<file path="src/rtl/systolic_pkg.sv">
// Shared constants, state encoding and lane-window helper for the 4x4 systolic operand feeder.
package systolic_pkg;

    localparam int N                = 4;
    localparam int DEF_DATA_WIDTH   = 16;
    localparam int DEF_WEIGHT_WIDTH = 8;
    localparam int FEED_CYCLES      = 2 * N - 1;
    localparam int DRAIN_CYCLES     = N - 1;

    typedef enum logic [2:0] {
        S_IDLE,
        S_CLEAR,
        S_FEED,
        S_DRAIN,
        S_DONE
    } state_t;

    // Lane idx carries a real operand while step t lies inside its skewed window.
    function automatic logic lane_active(input logic [2:0] t, input int idx);
        return (int'(t) >= idx) && (int'(t) <= idx + N - 1);
    endfunction

endpackage

</file>
<file path="src/rtl/systolic_operand_buffer.sv">
// Dual 4x4 operand register file (A data, B weights): one write port, combinational full read.
module systolic_operand_buffer
    import systolic_pkg::*;
#(
    parameter int DATA_WIDTH   = DEF_DATA_WIDTH,
    parameter int WEIGHT_WIDTH = DEF_WEIGHT_WIDTH
) (
    input  logic                    clk,
    input  logic                    rst,
    input  logic                    i_wr_en,
    input  logic                    i_wr_sel,
    input  logic [1:0]              i_wr_row,
    input  logic [1:0]              i_wr_col,
    input  logic [DATA_WIDTH-1:0]   i_wr_data,
    output logic [DATA_WIDTH-1:0]   o_a [N][N],
    output logic [WEIGHT_WIDTH-1:0] o_b [N][N]
);

    logic [DATA_WIDTH-1:0]   r_a [N][N];
    logic [WEIGHT_WIDTH-1:0] r_b [N][N];

    // NOTE: this storage is a flop array, not a RAM macro, so clearing it on reset is legal and expected.
    // NOTE: sequential state uses <= so every flop samples pre-edge values regardless of statement order.
    always_ff @(posedge clk or posedge rst) begin
        if (rst) begin
            for (int r = 0; r < N; r++) begin
                for (int c = 0; c < N; c++) begin
                    r_a[r][c] <= '0;
                    r_b[r][c] <= '0;
                end
            end
        end else if (i_wr_en) begin
            if (i_wr_sel) begin
                r_b[i_wr_row][i_wr_col] <= i_wr_data[WEIGHT_WIDTH-1:0];
            end else begin
                r_a[i_wr_row][i_wr_col] <= i_wr_data;
            end
        end
    end

    assign o_a = r_a;
    assign o_b = r_b;

endmodule

</file>
<file path="src/rtl/systolic_feeder_4x4.sv">
// Sequences a 4x4 output-stationary systolic run: optional accumulator clear, skewed A/B feed, drain, done.
module systolic_feeder_4x4
    import systolic_pkg::*;
#(
    parameter int DATA_WIDTH   = DEF_DATA_WIDTH,
    parameter int WEIGHT_WIDTH = DEF_WEIGHT_WIDTH
) (
    input  logic                    clk,
    input  logic                    rst,
    input  logic                    wr_en,
    input  logic                    wr_sel,
    input  logic [1:0]              wr_row,
    input  logic [1:0]              wr_col,
    input  logic [DATA_WIDTH-1:0]   wr_data,
    input  logic                    start,
    input  logic                    accumulate,
    output logic                    busy,
    output logic                    done,
    output logic                    arr_enable,
    output logic                    arr_clear_accum,
    output logic [DATA_WIDTH-1:0]   data_out_0,
    output logic [DATA_WIDTH-1:0]   data_out_1,
    output logic [DATA_WIDTH-1:0]   data_out_2,
    output logic [DATA_WIDTH-1:0]   data_out_3,
    output logic                    data_valid_0,
    output logic                    data_valid_1,
    output logic                    data_valid_2,
    output logic                    data_valid_3,
    output logic [WEIGHT_WIDTH-1:0] weight_out_0,
    output logic [WEIGHT_WIDTH-1:0] weight_out_1,
    output logic [WEIGHT_WIDTH-1:0] weight_out_2,
    output logic [WEIGHT_WIDTH-1:0] weight_out_3,
    output logic                    weight_valid_0,
    output logic                    weight_valid_1,
    output logic                    weight_valid_2,
    output logic                    weight_valid_3
);

    state_t                  r_state, w_state_nxt;
    logic [2:0]              r_t, w_t_nxt;
    logic                    w_wr_allow;
    logic [DATA_WIDTH-1:0]   w_a [N][N];
    logic [WEIGHT_WIDTH-1:0] w_b [N][N];

    logic [DATA_WIDTH-1:0]   r_data [N];
    logic [WEIGHT_WIDTH-1:0] r_weight [N];
    logic [N-1:0]            r_dv, r_wv;
    logic                    r_run, r_done, r_clr;

    logic [DATA_WIDTH-1:0]   w_data_nxt [N];
    logic [WEIGHT_WIDTH-1:0] w_weight_nxt [N];
    logic [N-1:0]            w_dv_nxt, w_wv_nxt;
    logic                    w_run_nxt, w_done_nxt, w_clr_nxt;

    assign w_wr_allow = wr_en && (r_state == S_IDLE);

    systolic_operand_buffer #(
        .DATA_WIDTH  (DATA_WIDTH),
        .WEIGHT_WIDTH(WEIGHT_WIDTH)
    ) u_buffer (
        .clk      (clk),
        .rst      (rst),
        .i_wr_en  (w_wr_allow),
        .i_wr_sel (wr_sel),
        .i_wr_row (wr_row),
        .i_wr_col (wr_col),
        .i_wr_data(wr_data),
        .o_a      (w_a),
        .o_b      (w_b)
    );

    // Outputs are decoded from the next state/step and registered, so they line up with r_state.
    always_comb begin
        // NOTE: every signal gets a default before the case so no path leaves it unassigned (no latches).
        w_state_nxt = r_state;
        w_t_nxt     = r_t;
        w_dv_nxt    = '0;
        w_wv_nxt    = '0;
        for (int i = 0; i < N; i++) begin
            w_data_nxt[i]   = '0;
            w_weight_nxt[i] = '0;
        end

        case (r_state)
            S_IDLE: begin
                if (start) begin
                    w_state_nxt = accumulate ? S_FEED : S_CLEAR;
                    w_t_nxt     = '0;
                end
            end
            S_CLEAR, S_FEED: begin
                if (r_t == 3'(FEED_CYCLES - 1)) begin
                    w_state_nxt = (r_state == S_CLEAR) ? S_FEED : S_DRAIN;
                    w_t_nxt     = '0;
                end else begin
                    w_t_nxt = r_t + 3'd1;
                end
            end
            S_DRAIN: begin
                if (r_t == 3'(DRAIN_CYCLES - 1)) begin
                    w_state_nxt = S_DONE;
                    w_t_nxt     = '0;
                end else begin
                    w_t_nxt = r_t + 3'd1;
                end
            end
            default: begin
                w_state_nxt = S_IDLE;
                w_t_nxt     = '0;
            end
        endcase

        w_run_nxt  = (w_state_nxt == S_CLEAR) || (w_state_nxt == S_FEED) || (w_state_nxt == S_DRAIN);
        w_done_nxt = (w_state_nxt == S_DONE);
        w_clr_nxt  = (w_state_nxt == S_CLEAR);

        // Row lane i carries A[i][t-i]; column lane j carries B[t-j][j]; CLEAR sends one zero token each.
        for (int i = 0; i < N; i++) begin
            if (w_state_nxt == S_CLEAR) begin
                w_dv_nxt[i] = (w_t_nxt == 3'(i));
                w_wv_nxt[i] = (w_t_nxt == 3'(i));
            end else if (w_state_nxt == S_FEED && lane_active(w_t_nxt, i)) begin
                w_dv_nxt[i]     = 1'b1;
                w_wv_nxt[i]     = 1'b1;
                w_data_nxt[i]   = w_a[i][2'(w_t_nxt - 3'(i))];
                w_weight_nxt[i] = w_b[2'(w_t_nxt - 3'(i))][i];
            end
        end
    end

    always_ff @(posedge clk or posedge rst) begin
        if (rst) begin
            r_state <= S_IDLE;
            r_t     <= '0;
            r_dv    <= '0;
            r_wv    <= '0;
            r_run   <= 1'b0;
            r_done  <= 1'b0;
            r_clr   <= 1'b0;
            for (int i = 0; i < N; i++) begin
                r_data[i]   <= '0;
                r_weight[i] <= '0;
            end
        end else begin
            r_state  <= w_state_nxt;
            r_t      <= w_t_nxt;
            r_dv     <= w_dv_nxt;
            r_wv     <= w_wv_nxt;
            r_run    <= w_run_nxt;
            r_done   <= w_done_nxt;
            r_clr    <= w_clr_nxt;
            r_data   <= w_data_nxt;
            r_weight <= w_weight_nxt;
        end
    end

    assign busy            = r_run;
    assign arr_enable      = r_run;
    assign done            = r_done;
    assign arr_clear_accum = r_clr;

    assign data_out_0 = r_data[0];
    assign data_out_1 = r_data[1];
    assign data_out_2 = r_data[2];
    assign data_out_3 = r_data[3];
    assign {data_valid_3, data_valid_2, data_valid_1, data_valid_0} = r_dv;

    assign weight_out_0 = r_weight[0];
    assign weight_out_1 = r_weight[1];
    assign weight_out_2 = r_weight[2];
    assign weight_out_3 = r_weight[3];
    assign {weight_valid_3, weight_valid_2, weight_valid_1, weight_valid_0} = r_wv;

endmodule
</file>
<file path="config.mk">
export PLATFORM = sky130hd
export DESIGN_NAME = systolic_feeder_4x4
export DESIGN_NICKNAME = d
export VERILOG_FILES = /design/src/rtl/systolic_pkg.sv /design/src/rtl/systolic_operand_buffer.sv /design/src/rtl/systolic_feeder_4x4.sv
export SDC_FILE = /design/constraint.sdc
export NUM_CORES = 1
export LEC_CHECK = 0
export BUFFER_PORTS_ARGS = -buffer_cell sky130_fd_sc_hd__buf_2
export CORE_MARGIN = 2
export CORE_UTILIZATION = 45
export CTS_BUF_LIST = sky130_fd_sc_hd__clkbuf_4
export DETAILED_ROUTE_END_ITERATION = 6
export SLEW_MARGIN = 20
export SYNTH_ARGS = -nofsm -noshare
export SYNTH_HDL_FRONTEND = slang
export SYNTH_SLANG_ARGS = --single-unit
</file>
<file path="constraint.sdc">
create_clock -name clk -period 14.7 [get_ports clk]
set_clock_uncertainty 0.1 [all_clocks]
set_input_delay 1.47 -clock clk [delete_from_list [all_inputs] [get_ports clk]]
set_output_delay 1.47 -clock clk [all_outputs]
set_load 0.1 [all_outputs]
</file>
After elaboration in Yosys (flattened, before gate mapping)
Cells that the tools add are included.

word-level totals
  register bits after elaboration = 493
  output and inout bits = 108
  word-level logic and storage cells = 169
  bits of input ports = 26

operators by class
  equal/unequal tests = 12
  magnitude comparators = 15
  muxes and demuxes = 68
  reduce and logical (&&, ||, !) cells = 17
  $add $sub $neg = 4
  bitwise logic cells = 7

operator list
  kind                                                                   count
  16-bit 2-to-1 mux                                                      19
  32-bit binary-select mux with 2-bit select                             4
  256-bit bitwise mux                                                    1
  16-bit binary-select mux with 2-bit select                             4
  128-bit bitwise mux                                                    1
  64-bit demux with 2-bit select                                         1
  32-bit 2-to-1 mux                                                      3
  8-bit 2-to-1 mux                                                       11
  32-bit demux with 2-bit select                                         1
  64-bit 2-to-1 mux                                                      1
  24-bit 2-to-1 mux                                                      2
  16-bit demux with 2-bit select                                         1
  3-bit by 2-bit == test with 1-bit output, second input constant        7
  3-bit >= comparator, second input constant                             6
  3-bit 2-to-1 mux                                                       6
  2-bit NOT with 3-bit output                                            6
  3-bit case mux with 3 select lines                                     2
  8-bit demux with 2-bit select                                          1
  1-bit logical AND                                                      10
  3-bit by 1-bit == test with 1-bit output, second input constant        3
  3-bit less-or-equal comparator, second input constant                  3
  1-bit 2-to-1 mux                                                       9
  3-bit == test, second input constant                                   2
  3-bit by 2-bit >= comparator with 1-bit output, second input constant  2
  other kinds (12)                                                       17

Depth between registers and ports, before layout
Gate-level depths: netlist (run 1).

  word-level depth = 10
  depth in mapped cells = 14
  depth with buffers taken out = 10

Modules after synthesis
A second synthesis (run 1) with hierarchy kept.

unflattened totals
  cell total of the unflattened synthesis = 1,296
  area total of the unflattened synthesis = 21,052.7 um^2

modules (own cells, without submodules)
  module                   instances  cells an instance  area each (um^2)
  systolic_operand_buffer  1          875                14,597.8
  systolic_feeder_4x4      1          421                6,454.9

Least setup slack after synthesis (run 1)
Ideal clock, no wire load.

  path kind = input to register
  start = in start
  end = reg r_data, in the netlist data_out_1[0]
  path slack = 10,468 ps
  cell stages on the path = 13
  setup time = 132 ps
  data arrival time = 3,999 ps
  data required time = 14,468 ps
  cells stage by stage = nor2_1 > a32oi_1 > nor2_1 > a21oi_2 > buf_4 > buf_6 > buf_2 > inv_1 > ha_1 > clkbuf_1 > clkbuf_1 > mux4_2 > nor2b_1

RTL lines
  element                 RTL line                    RTL
  start: declaration      systolic_feeder_4x4.sv:15   input logic start,
  end signal: assignment  systolic_feeder_4x4.sv:152  r_data <= w_data_nxt;
  end: declaration        systolic_feeder_4x4.sv:45   logic [DATA_WIDTH-1:0] r_data [N];

==> run summary, run 1 <==
The detailed router put a total of 22400 um of wire on met1. Number of cells traversed by the worst register-to-register path: 11. After synthesis, the cell types taking the most area are sky130_fd_sc_hd__dfrtp_1, sky130_fd_sc_hd__mux2_2, sky130_fd_sc_hd__mux4_2. The post-route clock period utilization was 0.295. The sort of element at the end of the critical path is a flop. The number of different library cells used by synthesis comes to 59. The flow ran to the end, and the final reports show no timing, DRC or antenna violations. The number of nets with antenna violations after routing was 0; the required time of the critical path was 15.47 ns. The run gives 1680 as the net count of the finished layout. Clock-pin slew was measured on the worst setup and hold paths at 0.06 ns. Setup repair after global routing left no endpoint under its margin.

The fraction of layout instances using a drive strength above 1 works out to 0.473. The post-synthesis instance area is 0.0214 mm^2. The run gives 79 as the standard-cell row count. The library cell used most frequently in the layout, excluding fill and tap cells, is sky130_fd_sc_hd__dfrtp_1. Once placement completed, the tool counted placed cells totaling 2116. Critical path class: flop to flop. Summed over all layers, the routed wires come to 49900 um. Total power for the finished layout comes to 0.00519 W.

The end point of the most critical hold path was u_buffer.o_a[169]. The leading register cell type out of synthesis is sky130_fd_sc_hd__dfrtp_1. Once the clock tree was built, the setup fixing pass inserted 0 buffers. OpenSTA, run right after detailed placement, puts the worst setup slack at 10.05 ns.

The part of the Yosys area used for sequential elements was 0.576; the smallest setup slack after layout was 10.37 ns. The worst hold path begins at u_buffer.o_a[169]. The H-tree was split into 4 levels. Global-route total usage across every layer: 0.211. Max-cap violations in this run came to 0. The half-perimeter wire length of the detailed placement result is 29200 um.

Wire segments on met2 add up to 24100 um in the final route. The initial detailed-routing violation count was 521; the number of enable-type register cells in the synthesized netlist was 0. The first detailed-routing pass ran for 4 iterations. In the routed layout, each cell is associated on average with a via count of 5.40. The effective utilization at floorplan was 0.458. The synthesized area divided by synthesized cell count is 14.6 um^2.

Clock insertion delay at the later pin of the skew report: 0.96 ns. For flop-to-flop paths, the worst setup slack is 10.37 ns. The final-layout setup total negative slack was 0 ns. The worst slew margin relative to its limit was 0.247; the die outline height was 222 um. The pin count of the biggest net entering global routing is 177.

Setup violations remaining at the end of the flow were counted as 0. The placer congestion estimate is 0.719. The flip-flop and latch count after synthesis was 493; the average routed wire per standard cell was 21.3 um.

The number of vias in the routed layout was 12700. The total power per unit cell area works out to 215 mW/mm^2. The number of top-level design ports was 134; the number of buffer cells added on primary ports was 133.

The worst register-to-register path ends at data_out_3[10]. For the overall die area, the log shows 0.0494 mm^2. Signal routing reaches up to met5. Worst hold path class: flop to flop. When the netlist entered floorplanning its net count stood at 1503.

CTS placed an instance of sky130_fd_sc_hd__clkbuf_4 at the clock tree root. The longest clock path from root to sink contains 3 buffers. The chip width was 222 um; the worst endpoint data arrival time was 5.10 ns. STA classifies the critical path startpoint as a flop. TritonCTS built the clock tree. After detailed routing, the number of remaining DRC violations is 0. Worst hold path cell count: 1. In the synthesized netlist, the number of instances is 1472. The worst register-to-register path begins at r_t[0]. The top cell types in the final layout, fill and taps aside, are sky130_fd_sc_hd__dfrtp_1, sky130_fd_sc_hd__mux2_2, sky130_fd_sc_hd__clkbuf_4. The number of resized instances in the post-cts repair step is 0. The top cell type's share of synthesized area is 0.576. For the number of sinks on the clock net, the log shows 493. The run gives 0 as the total count of hold-check failures in the final report. For the pin with the worst max-slew slack, the measured transition is 1.13 ns. For this design the static power due to leakage is 12.7 nW.

The share of flip-flops with an asynchronous set or reset after synthesis is 1.00. The initial antenna violation count is 7. sky130_fd_sc_hd__dfrtp_1 takes more of the synthesized area than any other cell. The count of warnings emitted by yosys is 0. Hold repair after CTS inserted 0 buffers. The tools report the number of slew-limit violations in the final report as 0. The clock period could shrink to 4.33 ns.

Compared with the post-synthesis result, the final layout area differs by 12.8%. IR analysis of the VDD net gives a maximum drop of 293 uV. Derived from the worst setup path, the maximum achievable clock frequency is 0.231 GHz. The total clock buffers created by CTS came out at 137. Area of the core: 0.0468 mm^2.

The logs give 2340 um for the routed length on met3 and 0.517 for the utilization of the core after routing. Excluding fillers, the count of instances in the completed layout stands at 2347. The number of global-route vias before repair is 13500.

The tools report the global-route wire length before repair as 78700 um. In this run the worst path has a maximum fanout of 54. Summed over all layers, the global routing overflow is 0.
==> cell usage after synthesis, drive strengths merged, types with 2 or more instances <==
master	count
and4	2
a21bo	2
nor2b	30
and4b	2
or2	5
nand3	9
inv	7
nor3	12
o21ai	4
nor4	4
nand2	117
mux4	48
ha	5
o221ai	3
a21oi	8
a22o	2
nand3b	2
dfrtp	493
nor2	18
buf	53
o311a	2
and3	73
mux2i	97
nor4b	2
a2111o	2
nand2b	9
mux2	384
clkbuf	62
==> how the worst max path moves through the flow <==
| stage | cells after the start | start | end |
|---|---|---|---|
| 2_1_floorplan | 1 | rst | arr_clear_accum |
| 3_3_place_gp | 9 | start | data_out_3[13] |
| 3_5_place_dp | 9 | start | data_out_3[6] |
| 4_1_cts | 11 | r_t[0] | data_out_3[6] |
| 5_1_grt | 11 | r_t[0] | data_out_3[13] |
| 6_report | 11 | r_t[0] | data_out_3[10] |
==> critical path, stage by stage (launching register included) <==
cell	delay, ns
sky130_fd_sc_hd__dfrtp_1	0.41
sky130_fd_sc_hd__inv_1	0.09
sky130_fd_sc_hd__ha_1	0.35
sky130_fd_sc_hd__and2_1	0.28
sky130_fd_sc_hd__a2111o_1	0.51
sky130_fd_sc_hd__a21oi_4	0.14
sky130_fd_sc_hd__buf_4	0.76
sky130_fd_sc_hd__ha_4	0.26
sky130_fd_sc_hd__nor2b_1	0.05
sky130_fd_sc_hd__mux2i_1	0.73
sky130_fd_sc_hd__buf_4	0.38
sky130_fd_sc_hd__and3_1	0.19
==> metrics by stage <==
step | instance area [um^2] | hold WS (ns)
6_report | 24200 | 0.394
5_1_grt | 24200 | 0.413
4_1_cts | 24200 | 0.396
3_5_place_dp | 22400 | 0.382
3_3_place_gp | 22400 | 0.365
2_1_floorplan | 21400 | 0.353
==> cells by family (layout without fill, tap and decap cells) <==
group                    Yosys count  count (layout)  share of synthesized area
flip-flops                       493             493                      0.576
other                              0               6                          0
AND/OR/NAND/NOR                  289             289                     0.0785
XOR/XNOR                           2               2                   0.000818
AO/OA/AOI/OAI                     32              32                     0.0129
adder cells (fa/ha/maj)            5               5                    0.00292
multiplexers                     529             529                      0.298
buffers and inverters            122             384                     0.0315
==> routing by layer <==
metal | GRT usage | up-vias
met5 | 0 | -
met4 | 0.0711 | 6
met3 | 0.0607 | 89
met2 | 0.335 | 249
met1 | 0.279 | 6662
li1 | - | 5660
==> sequential cells by signal (all words and copies together) (netlist names) <==
register         count
arr_clear_accum      1
arr_enable           1
data_out_0          16
data_out_1          16
data_out_2          16
data_out_3          16
done                 1
r_state              3
r_t                  3
r_wv                 4
u_buffer.o_a       256
u_buffer.o_b       128
weight_out_0         8
weight_out_1         8
weight_out_2         8
weight_out_3         8
==> area by class of cell <==
type / count / area, um^2
fillers: 4062 / 22600
flip-flops and latches: 493 / 12300
multi-input cells: 857 / 8450
clock buffers: 187 / 1400
repair buffers: 153 / 848
well taps: 607 / 759
clock inverters: 37 / 332
inverters: 7 / 32.5
diodes: 6 / 15.0
==> where the power goes <==
group,internal [W],total (W),switching [W]
Clock,0.000706,0.00127,0.000566
Combinational,0.000761,0.00219,0.00143
Sequential,0.00159,0.00173,0.000132
Total,0.00306,0.00519,0.00213
Note: power is estimated with default switching activity, not from simulation.
==> inputs of run 2 (changes only) <==
--- a/config.mk
+++ b/config.mk
@@ -5,6 +5,7 @@
 export SDC_FILE = /design/constraint.sdc
 export NUM_CORES = 1
 export LEC_CHECK = 0
+export ABC_AREA = 1
 export BUFFER_PORTS_ARGS = -buffer_cell sky130_fd_sc_hd__buf_2
 export CORE_MARGIN = 2
 export CORE_UTILIZATION = 45
==> constraint.sdc (replaced) <==
create_clock -name clk -period 3.5 [get_ports clk]
set_clock_uncertainty 0.1 [all_clocks]
set_input_delay 0.35 -clock clk [delete_from_list [all_inputs] [get_ports clk]]
set_output_delay 0.35 -clock clk [all_outputs]
set_load 0.1 [all_outputs]
==> run 2 against run 1 <==
  * Flip-flop and latch count is the same
  * Cell area grew 4.7%
  * Sequential share of layout area shrank 2.3 points
  * Via count grew 49%
  * Sequential power grew to 4.4 times the previous value
  * Register-to-register slack lost 9.9 ns
  * Global-route usage grew 4.9 points
  * Maximum frequency grew 43%
  * Critical path depth grew 2
  * Count of clock-buffer cells in the layout grew 18
  * Clock power grew to 4.1 times the previous value
  * Critical path type unchanged
  * Critical endpoint is now data_out_1[0]
==> run summary, run 2 <==
The clock insertion delay at the later pin of the skew report is 0.96 ns (about the same). The number of nets with antenna violations after routing is 0 (unchanged). The total power per unit cell area came out at 1070 mW/mm^2 (+400%).

Among all cell types in the netlist, the one instantiated most often is sky130_fd_sc_hd__nand2_1. The tools report the required time of the critical path as 4.20 ns (-11.27 ns). The logs give 5 (+1) for the number of detailed-route iterations in the first pass and 0 (unchanged) for the total of endpoints with negative setup slack in the final report.

The run finished with clean final reports. The global-route wire length before repair was 102000 um (+30%). In the layout the commonest cells are sky130_fd_sc_hd__nand2_1, sky130_fd_sc_hd__dfrtp_1, sky130_fd_sc_hd__o21ai_0. The area of the core was 0.0488 mm^2 (+4.5%); the overall die area was 0.0512 mm^2 (+3.7%).

The leading register cell type out of synthesis is sky130_fd_sc_hd__dfrtp_1. The number of vias in the routed layout was 18800 (+49%). The library cell used most frequently in the layout, excluding fill and tap cells, is sky130_fd_sc_hd__nand2_1. Placer congestion estimate: 0.813 (+13%).

The run gives 63800 um (+28%) as the total routed wirelength. The logs give 18500 (+37%) for the number of global-route vias before repair and 3 (unchanged) for the largest buffer count on any clock path. Static leakage power: 12.7 nW (-0.11%). For the standard-cell row count, the log shows 81 (+2.5%). The critical path is of the flop to flop type. The register-to-register setup slack is 0.48 ns (-9.89 ns), and the worst endpoint data arrival time is 3.72 ns (-1.38 ns). The net count of the finished layout is 2863 (+70%), and the number of buffer cells added on primary ports is 133 (unchanged). The synthesized area divided by synthesized cell count was 8.27 um^2 (-43%). The number of setup buffers added after CTS was 0 (unchanged); the global-route total usage across every layer was 0.260 (+0.0492). The number of maximum-capacitance constraint violations is 0 (unchanged). The post-route clock period utilization came out at 0.864 (+0.570).

The fraction of layout instances using a drive strength above 1 was 0.151 (-0.323); the layout-stage area growth over the synthesis result was 14.0%. In the post-synthesis netlist, the biggest area contributors are sky130_fd_sc_hd__dfrtp_1, sky130_fd_sc_hd__nand2_1, sky130_fd_sc_hd__o21ai_0. The flip-flop and latch count after synthesis came out at 493 (unchanged). The number of slew-limit violations in the final report is 0 (unchanged). The final critical path time including I/O delays and setup is 3.02 ns (-1.31 ns). The tools report the number of sinks on the clock net as 493 (unchanged). For the effective utilization at floorplan, the log shows 0.455 (-0.00335). The top cell type's share of synthesized area was 0.555 (-0.0206); the smallest setup slack after layout was 0.475 ns (-9.89 ns).

The run gives 1816 (+250%) as the initial detailed-routing violation count. The run gives 2688 (+83%) as the instance count of the mapped netlist. The worst slew margin relative to its limit was 0.334 (+0.0867); the number of distinct library cell variants in the gate-level netlist after synthesis was 24 (-59%). The number of top-level design ports is 134 (unchanged). The total clock buffers created by CTS was 135 (-1.5%).

The half-perimeter wire length of the detailed placement result was 35100 um (+20%); the chip width was 226 um (+1.8%). The cell taking the most area after synthesis is sky130_fd_sc_hd__dfrtp_1. The logs give 0 (unchanged) for the total global routing overflow and 0 (unchanged) for the post-route DRC violation count. The share of flip-flops with an asynchronous set or reset after synthesis is 1.00 (unchanged), and the initial antenna violation count is 6 (-1). The average routed wire per standard cell came out at 17.7 um (-17%). STA classifies the critical path startpoint as a flop. The path class of the tightest hold or removal check is primary input to flop. The maximum single-stage delay on the critical path is 0.50 ns (-0.26 ns). The number of levels in the clock H-tree was 4 (unchanged); the total count of hold-check failures in the final report was 0 (unchanged). The flip-flop count of the largest register, all copies and words added was 256 (unchanged). The critical path goes through inv_1 > ha_1 > nand2_1 > inv_1 > nor2_1 > nand2_8 > nand3_4 > inv_1 > ha_1 > nor2_1 > nor2_1 > nand2_2 > nor2_1.

By count the netlist is led by sky130_fd_sc_hd__nand2_1, sky130_fd_sc_hd__dfrtp_1, sky130_fd_sc_hd__o21ai_0, sky130_fd_sc_hd__inv_1, sky130_fd_sc_hd__nand3_1. Post-synthesis instance area: 0.0222 mm^2 (+3.7%). The cell seen most often among critical-path stages is sky130_fd_sc_hd__nor2_1.

The pin count of the biggest net entering global routing is 169 (-4.5%), and the pre-CTS worst setup slack is 0.473 ns (-9.57 ns). The logs give 0 (unchanged) for the count of warnings emitted by yosys and 0.555 (-0.0206) for the part of the Yosys area used for sequential elements. The maximum frequency from static timing analysis was 0.331 GHz (+43%); the post-route worst hold slack was 0.354 ns (-0.0400 ns).

The transition at the pin with the smallest max-transition slack is 0.999 ns (-0.126 ns). The clock transition at the registers of the reported paths was 0.06 ns (about the same). The number of enable-type register cells in the synthesized netlist is 0 (unchanged).

The post-detailed-route via-to-cell ratio was 5.24 (-3.0%). Critical-path maximum fanout: 27 (-50%). TritonCTS built the clock tree. The die outline height works out to 226 um (+1.8%). The sort of element at the end of the critical path is a flop.

Setup repair after global routing left no endpoint under its margin. The tools report the net count after synthesis as 2719 (+81%). On the critical path, the stage with the largest delay is an instance of sky130_fd_sc_hd__nand2_2. The tools report the maximum vdd ir drop as 1090 uV (+270%). The clock tree root buffer cell is sky130_fd_sc_hd__clkbuf_4.
-- run 2: cell types whose count changed in the layout (fill, tap and decap cells not counted), sizes merged, moves of 30 or more --
cell / before / now
dlygate4sd3: 0 / 32
inv: 11 / 306
nor2b: 30 / 0
nand4: 1 / 196
mux2: 384 / 0
mux2i: 97 / 0
nand3: 9 / 211
o21ai: 4 / 384
and3: 73 / 0
mux4: 48 / 0
nand2: 117 / 751
nor2: 18 / 131
buf: 153 / 190
-- run 2: layer usage --
metal  vias to the layer above  part of all wire  track usage
li1                       9007                 -            -
met1                      9118              0.45        0.351
met2                       595              0.46        0.405
met3                       112             0.058       0.0612
met4                         4             0.030        0.106
met5                         -           0.00034            0
-- run 2: path summary, 6_finish.rpt --
kind                                        from           endpoint  depth (start not counted)
min in group asynchronous                    rst  u_buffer.o_a[102]                          4
worst min-delay path                       start             r_t[2]                          5
max in group asynchronous                    rst             r_t[0]                          6
worst max-delay path                      r_t[0]      data_out_1[0]                         13
worst max register to register            r_t[0]      data_out_1[0]                         13
worst min register to register  u_buffer.o_b[35]   u_buffer.o_b[35]                          2
-- run 2: timing repair --
action                    in CTS  in global routing
resized for setup              0                  0
hold buffers                  32                  0
hold endpoints to repair     694                  0
-- run 2: worst max-delay path: cells and delay by family (launching register included) --
kind | cells | cell delay, ns
adders and majority gates | 2 | 0.49
buffers and inverters | 3 | 0.27
DFF | 1 | 0.38
and+or+nand+nor | 8 | 1.61
-- run 2: kinds of logic (layout without fill, tap and decap cells) --
logic type | count (synthesis) | in the layout | synth area share
other | 0 | 4 | 0
AOI/OAI and AO/OA | 385 | 385 | 0.0867
and+or+nand+nor | 1291 | 1291 | 0.260
buffers and inverters | 514 | 756 | 0.0958
DFF | 493 | 493 | 0.555
adders and majority gates | 5 | 5 | 0.00281
-- run 2: layout make-up --
type                            count  area, um^2
Timing Repair Buffer              222        1510
Inverter                          299        1130
Antenna cell                        4        10.0
Sequential cell                   493       12300
Multi-Input combinational cell   1681        7800
Fill cell                        4839       23500
Clock buffer                      205        1540
Tap cell                          664         831
Clock inverter                     30         173
-- run 2: metrics by stage --
step           std cells  power [W]  cell area, um^2  setup TNS (ns)   util
2_1_floorplan       2688     0.0186            22200        -1792.83      -
3_3_place_gp        3327     0.0219            23300               0  0.477
3_5_place_dp        3327     0.0220            23300               0  0.477
4_1_cts             3594     0.0273            25300               0  0.518
5_1_grt             3596     0.0292            25300               0  0.518
6_report            3598     0.0272            25300               0  0.518
-- run 2: power breakdown --
group          switching, W  total [W]  internal (W)
Combinational        0.0108     0.0143       0.00353
Sequential         0.000665    0.00762       0.00696
Clock               0.00243    0.00524       0.00281
